File: src/rtl/mii_tx_fifo.sv
// mii_tx_fifo: MII transmit elastic buffer between the MII input stage and the PCS transmitter.
// Ports:
//   clk, rst                       rising-edge clock, asynchronous active-high reset
//   in_ce, in_enable, in_err, in_data   input strobe with TX_EN / TX_ER / TXD nibble
//   out_ready                      consumer request for one nibble
//   out_enable, out_err, out_data  registered presented nibble
//   level                          current occupancy
//   underflow, overflow            one-cycle error pulses
module mii_tx_fifo #(
   parameter int DEPTH     = 8,
   parameter int THRESHOLD = 4
) (
   input  logic                     clk,
   input  logic                     rst,
   input  logic                     in_ce,
   input  logic                     in_enable,
   input  logic                     in_err,
   input  logic [3:0]               in_data,
   input  logic                     out_ready,
   output logic                     out_enable,
   output logic                     out_err,
   output logic [3:0]               out_data,
   output logic [$clog2(DEPTH):0]   level,
   output logic                     underflow,
   output logic                     overflow
);
   localparam int AW = $clog2(DEPTH);
   localparam logic [AW:0] FULL_LVL = (AW+1)'(DEPTH);
   localparam logic [AW:0] THR = (AW+1)'(THRESHOLD);
   localparam logic [1:0] IDLE = 2'd0, FILL = 2'd1, RUN = 2'd2, DISCARD = 2'd3;

   logic [1:0]    state, state_nxt;
   logic [5:0]    mem [DEPTH];
   logic [AW-1:0] wr_ptr, rd_ptr;
   logic [AW:0]   level_nxt;
   logic [5:0]    head;
   logic          corrupt, pop_req, pop, udf, wr_try, wr, ovf, full;

   always_comb begin
      head      = mem[rd_ptr];
      full      = level == FULL_LVL;
      pop_req   = out_ready && state == RUN;
      pop       = pop_req && level != '0;
      udf       = pop_req && level == '0;
      // a write colliding with an underflow read is lost along with the frame
      wr_try    = in_ce && state != DISCARD && (in_enable || state == FILL || state == RUN) && !udf;
      // a same-edge pop frees a slot before the write lands
      wr        = wr_try && (!full || pop);
      ovf       = wr_try && full && !pop;
      level_nxt = level + {AW'(0), wr} - {AW'(0), pop};
      state_nxt = state;
      case (state)
         IDLE:    state_nxt = (wr && in_enable) ? FILL : IDLE;
         FILL:    state_nxt = (level_nxt >= THR || (wr && !in_enable)) ? RUN : FILL;
         RUN:     state_nxt = udf ? DISCARD : (pop && !head[5]) ? IDLE : RUN;
         default: state_nxt = (in_ce && !in_enable) ? IDLE : DISCARD;
      endcase
   end

   always_ff @(posedge clk)
      if (wr) mem[wr_ptr] <= {in_enable, in_err, in_data};

   always_ff @(posedge clk or posedge rst) begin
      if (rst) begin
         state      <= IDLE;
         wr_ptr     <= '0;
         rd_ptr     <= '0;
         level      <= '0;
         corrupt    <= 1'b0;
         out_enable <= 1'b0;
         out_err    <= 1'b0;
         out_data   <= 4'h0;
         underflow  <= 1'b0;
         overflow   <= 1'b0;
      end else begin
         state     <= state_nxt;
         underflow <= udf;
         overflow  <= ovf;
         if (state == DISCARD) begin
            rd_ptr <= wr_ptr;
            level  <= '0;
         end else begin
            if (wr) wr_ptr <= wr_ptr + AW'(1);
            if (pop) rd_ptr <= rd_ptr + AW'(1);
            level <= level_nxt;
         end
         // an end-of-frame entry leaving the FIFO closes the damaged frame
         corrupt <= ovf ? 1'b1 : (pop && !head[5]) ? 1'b0 : corrupt;
         if (out_ready)
            {out_enable, out_err, out_data} <= pop ? {head[5], head[4] | (corrupt & head[5]), head[3:0]} :
                                               udf ? 6'b110000 : 6'b000000;
      end
   end
endmodule

File: config.mk
export PLATFORM = sky130hd
export DESIGN_NAME = mii_tx_fifo
export DESIGN_NICKNAME = d
export VERILOG_FILES = /design/src/rtl/mii_tx_fifo.sv
export SDC_FILE = /design/constraint.sdc
export NUM_CORES = 1
export LEC_CHECK = 0
export ABC_AREA = 1
export CORE_MARGIN = 2
export CORE_UTILIZATION = 35
export DETAILED_ROUTE_END_ITERATION = 8
export HOLD_SLACK_MARGIN = 0.1
export PLACE_DENSITY = 0.57
export SLEW_MARGIN = 30
export SYNTH_ARGS = -nofsm -noshare
export SYNTH_HDL_FRONTEND = slang
export SYNTH_SLANG_ARGS = --single-unit
export TNS_END_PERCENT = 1
File: constraint.sdc
create_clock -name clk -period 3.9 [get_ports clk]
set_input_delay 0.585 -clock clk [delete_from_list [all_inputs] [get_ports clk]]
set_output_delay 0.585 -clock clk [all_outputs]
set_load 0.01 [all_outputs]
; ---- After elaboration in Yosys (flattened, before gate mapping)
; Memories as Yosys holds them, arrays and structs flattened.
; Cells that the tools add are included.
[word_totals]
reg_bits = 21
mem_bits_rw = 48
input_bits = 10
output_inout_bits = 12
word_cells = 67
n_memories = 1
[memory_table]
columns = memory, depth, word_bits, rd, rd_clocked_by_memory_dff, write_ports, line_no
row1 = mem, 8, 6, 1, 0, 1, 33  ; logic [5:0] mem [DEPTH];
[op_classes]
n_addsub = 4
n_lt_le_gt_ge = 1
n_eq_ne = 5
muxes = 15
bitwise_logic = 3
n_reduce_logical = 28
[op_table]
columns = operator, count
row1 = 1-bit logical AND, 13
row2 = 6-bit 2-to-1 mux, 2
row3 = 2-bit 2-to-1 mux, 4
row4 = "3-bit by 1-bit adder with 3-bit output, second input constant", 2
row5 = 3-bit 2-to-1 mux, 2
row6 = 2-bit one-hot mux with 3 select lines, 1
row7 = 1-bit logical NOT, 5
row8 = 1-bit 2-to-1 mux, 5
row9 = 4-bit by 1-bit adder with 4-bit output, 1
row10 = "2-bit == test, second input constant", 2
row11 = "4-bit == test, second input constant", 1
row12 = "4-bit by 3-bit >= comparator with 1-bit output, second input constant", 1
row13 = 4-bit logical NOT, 1
row14 = 1-bit logical OR, 4
row15 = 4-bit 2-to-1 mux, 1
row16 = 2-bit nonzero test, 2
row17 = 4-bit nonzero test, 1
row18 = 4-bit by 1-bit subtractor with 4-bit output, 1
row19 = "2-bit by 1-bit == test with 1-bit output, second input constant", 1
row20 = 2-bit logical NOT, 1
row21 = "2-bit inequality test, second input constant", 1
row22 = 2-bit AND reduction, 1
row23 = 1-bit bitwise AND, 1
row24 = 1-bit NOT, 1
row25 = 1-bit bitwise OR, 1

; ---- Logic depth before layout (Yosys ltp)
[logic_depth]
word_depth = 12
mapped_depth = 18
ltp_nobuf = 18

; ---- Worst setup path after synthesis
; No wires, ideal clock.
[synth_path]
path_kind = register to register
start = reg level[2]
end = reg state[1]
setup_time_ns = 0.130
t_arrival_ns = 2.236
required_time_ns = 3.770
setup_slack_ns = 1.534
path_stages_with_launch = 18
n_path_buf = 0
synth_period_minus_slack_ns = 2.366
path_cell_list = dfrtp_1 > inv_1 > ha_1 > nand2_1 > nor2_4 > nor2_2 > nand2_4 > inv_4 > nand2_1 > nand2_1 > ha_1 > inv_1 > fa_1 > xnor2_1 > nor2_1 > nand2_1 > nand2_1 > nand3_1
[synth_via]
elab_chain_len = 11
elab_cells_between_ends = 20
classes_between = add/sub: 2 / order compare: 1 / eq/ne: 1 / mux: 4 / reduce/logical: 12
[synth_lines]
columns = element, line_no
row1 = "start, declared", 23  ; output logic [$clog2(DEPTH):0] level,
row2 = "start signal, assigned", 85  ; level <= level_nxt;
row3 = 4-bit logical NOT (*), 44  ; udf = pop_req && level == '0;
row4 = 1-bit logical AND (*), 44
row5 = net udf, 37  ; logic corrupt, pop_req, pop, udf, wr_try, wr, ovf, full;
row6 = 1-bit logical NOT, 46  ; wr_try = in_ce && state != DISCARD && (in_enable || state == FILL || state == RUN) && !udf;
row7 = 1-bit logical AND, 46
row8 = 1-bit logical AND, 48  ; wr = wr_try && (!full || pop);
row9 = 4-bit by 1-bit adder with 4-bit output, 50  ; level_nxt = level + {AW'(0), wr} - {AW'(0), pop};
row10 = 4-bit by 1-bit subtractor with 4-bit output, 50
row11 = 4-bit by 3-bit >= comparator with 1-bit output, 54  ; FILL: state_nxt = (level_nxt >= THR || (wr && !in_enable)) ? RUN : FILL;
row12 = 1-bit logical OR, 54
row13 = 2-bit 2-to-1 mux, 54
row14 = 2-bit one-hot mux with 3 select lines (*), 52  ; case (state)
row15 = net state_nxt[1], 32  ; logic [1:0] state, state_nxt;
row16 = "end signal, assigned", 76  ; state <= state_nxt;
row17 = "end, declared", 32
; The timed path passes the listed nets; every way through them passes the cells marked *.
; A chain may end at the register's enable or synchronous reset.

; ---- Worst setup path after layout
[layout_path]
start = in in_enable
end = reg state[1]
[layout_via]
elab_chain_len = 11
elab_cells_between_ends = 15
classes_between = add/sub: 2 / order compare: 1 / mux: 3 / reduce/logical: 9
[layout_lines]
columns = element, line_no
row1 = "start, declared", 16  ; input logic in_enable,
row2 = 1-bit logical OR (2 in a row), 46
row3 = 1-bit logical AND (2 in a row), 46
row4 = 1-bit logical AND, 48
row5 = 4-bit by 1-bit adder with 4-bit output, 50
row6 = 4-bit by 1-bit subtractor with 4-bit output, 50
row7 = 4-bit by 3-bit >= comparator with 1-bit output, 54
row8 = 1-bit logical OR, 54
row9 = 2-bit 2-to-1 mux, 54
row10 = 2-bit one-hot mux with 3 select lines (*), 52
row11 = net state_nxt[1], 32
; Marked as above.

==> run metrics <==
Die Span Y=between 90 and 100 um; clk buf depth=2; PortBufs=21; Pins Over Slew Limit=0; area occupied by registers=1967 sq um; synth-to-layout area growth=16.78%; DRT Wirelength=between 6 and 7 mm; synthesized area=roughly 3000 sq um; number of diodes=0; Fin Setup TNS=0 ns; drt pass-1 iters=4; vias in the first global route=roughly 2,000; die width=between 90 and 100 um; RSZ-0062 raised after global routing=false; dpl hpwl=between 4 and 5 mm; Setup-failing EPs final=0; vias=around 2,100; area used by multi-input combinational logic=approximately 920 sq um; Reg clk slew, reported paths=roughly 0.08 ns; largest net degree at the start of global routing=30; sequential share of the synthesized area=0.6464; Routed Antenna Nets=0; Synth cell types=27; outcome=completed; Synth top area share=0.4737; num ports=22; Final #Nets=roughly 330; slew margin rel.=0.4736; fin area=roughly 3600 sq um; Iteration-0 DRC Markers=about 130; # fillers=between 800 and 900; clock root cell=clkbuf_8; Synth Warn #=0; cts hold-fix bufs=0; TritonCTS Buffers=9; # DRC=0; CTS tree=built; Util after Layout=0.4135; leading area contributor after synthesis=edfxtp_1; kind of end point of the critical path=flip-flop; # Post-CTS Setup Buffers=0; die footprint=between 9000 and 10,000 sq um; Initial Util=0.3541; WP data required=4.13 ns; WL per Instance=between 15 and 20 um; share of layout cells above drive strength 1=0.08889; largest cells by area after synthesis=edfxtp_1, dfrtp_1, nand2_1; Mapped Cells=about 280; CTS sink cnt=69; highest clock rate=377.8 MHz; P_leak=between 1 and 1.5 nW; critical path startpoint category=input pin; clock latency on the worst-skew pair=approximately 0.35 ns; Mapped Nets=slightly above 300; Fin. Hold Viols=0; Vias per Instance=between 4 and 5; post-cts gate resize count=0; worst-margin pin slew=approximately 0.78 ns; Worst Clk Skew=0.009391 ns; Placer Congestion=0.7916; Period minus WS final=between 2 and 3 ns; power per cell area=roughly 740 nW/um^2; initial antenna violation count=0; crit share post-route=0.6787; H-tree lvl count=3; WP data arrival=about 2.9 ns; Core Area=around 8600 sq um; synthesized area per cell=about 11 sq um; std cell rows=34; crit path kind=input pin to flip-flop; Yosys reg bits=69; Hold WC Path Type=flip-flop to flip-flop; Global Route Usage Sum=0.1431; Crit Path Max Fanout=6; worst vdd ir=0.2395 mV; grt total ovfl=0; global-route wire length before repair=10.23 mm; number of max-cap violations=0; area of placed instances=3362 sq um
metal layers:
| metal | track usage | share of wire |
|---|---|---|
| met5 | 0 | 0 |
| met4 | 0.07158 | 0.019 |
| met3 | 0.02302 | 0.046 |
| met2 | 0.2249 | 0.45 |
| met1 | 0.1934 | 0.48 |
registers in the layout (all words and copies together), names as in the netlist:
signal / cells
mem: 48
overflow: 1
underflow: 1
corrupt: 1
out_err: 1
out_enable: 1
state: 2
rd_ptr: 3
out_data: 4
level: 4
wr_ptr: 3
cells in the final DEF, fill, tap and decap left out, drive strengths merged, types with 2 or more instances in the layout:
master / synthesis / routed
buf: 5 / 2
ha: 7 / 7
nand3: 20 / 20
a21oi: 9 / 9
dfrtp: 21 / 21
o221ai: 8 / 8
xor2: 2 / 2
clkdlybuf4s50: 0 / 21
clkbuf: 3 / 11
o21ai: 20 / 20
clkinv: 0 / 3
inv: 29 / 29
nor2: 39 / 39
edfxtp: 48 / 48
nand2: 66 / 66
nand4: 2 / 2
power breakdown:
| group | internal, W | leakage [nW] | switching [W] |
|---|---|---|---|
| combinational | 0.000373 | 0.641 | 0.000615 |
| sequential | 0.000945 | 0.700 | 0.000118 |
| clock | 0.000298 | 0.0939 | 0.000277 |
per-stage QoR:
| stage | setup slack (ns) | cells | hold slack, ns | power, W |
|---|---|---|---|---|
| finish | 1.253 | 423 | 0.4855 | 0.002627 |
| global route | 1.003 | 423 | 0.4996 | 0.002823 |
| CTS | 1.253 | 423 | 0.4880 | 0.002644 |
| detailed placement | 0.8862 | 407 | 0.4686 | 0.002068 |
| global placement | 0.9717 | 407 | 0.4638 | 0.002055 |
| floorplan | 1.534 | 284 | 0.4534 | 0.001746 |
final timing paths:
kind                        startpoint           to  slack [ns]  cells past startpoint
hold reg to reg            out_data[0]  out_data[0]        0.49                      2
setup reg to reg              level[2]     state[1]        1.37                     17
hold / removal             out_data[0]  out_data[0]        0.49                      2
min in group asynchronous          rst  out_data[3]        0.60                      2
setup / recovery             in_enable     state[1]        1.25                     17
max in group asynchronous          rst    wr_ptr[0]        2.92                      2
cell families after synthesis:
| logic type | Yosys count | synth area share |
|---|---|---|
| fa+ha+maj | 8 | 0.03536 |
| flops | 69 | 0.6464 |
| simple gates | 129 | 0.1863 |
| compound gates | 38 | 0.07319 |
| buf+inv | 37 | 0.05016 |
| xor+xnor | 3 | 0.008636 |
area by class of cell:
type,instances,area share
Inverter,29,0.03134
Clock buffer,11,0.03697
Sequential cell,69,0.5535
Multi-Input combinational cell,178,0.2599
Tap cell,108,0.03803
Clock inverter,5,0.01690
Timing Repair Buffer,23,0.06338
synthesized netlist by cell type, drive strengths merged:
library cell  number
buf                5
nor3b              1
nand3             20
ha                 7
edfxtp            48
o21ai             20
o221ai             8
dfrtp             21
o211ai             1
fa                 1
clkbuf             3
nand4              2
a21oi              9
xnor2              1
nand3b             1
nor2              39
inv               29
xor2               2
nand2             66
critical path, stage by stage:
cell	delay, ns
clkdlybuf4s50_1	0.52
inv_1	0.07
nand2_1	0.06
nand2_1	0.07
nor2_2	0.20
nand2_4	0.08
inv_4	0.08
nand2_1	0.05
nand2_1	0.05
ha_1	0.15
inv_1	0.05
fa_1	0.38
xnor2_1	0.17
nor2_1	0.15
nand2_1	0.07
nand2_1	0.06
nand3_1	0.07
(Power assumes the default switching activity.)
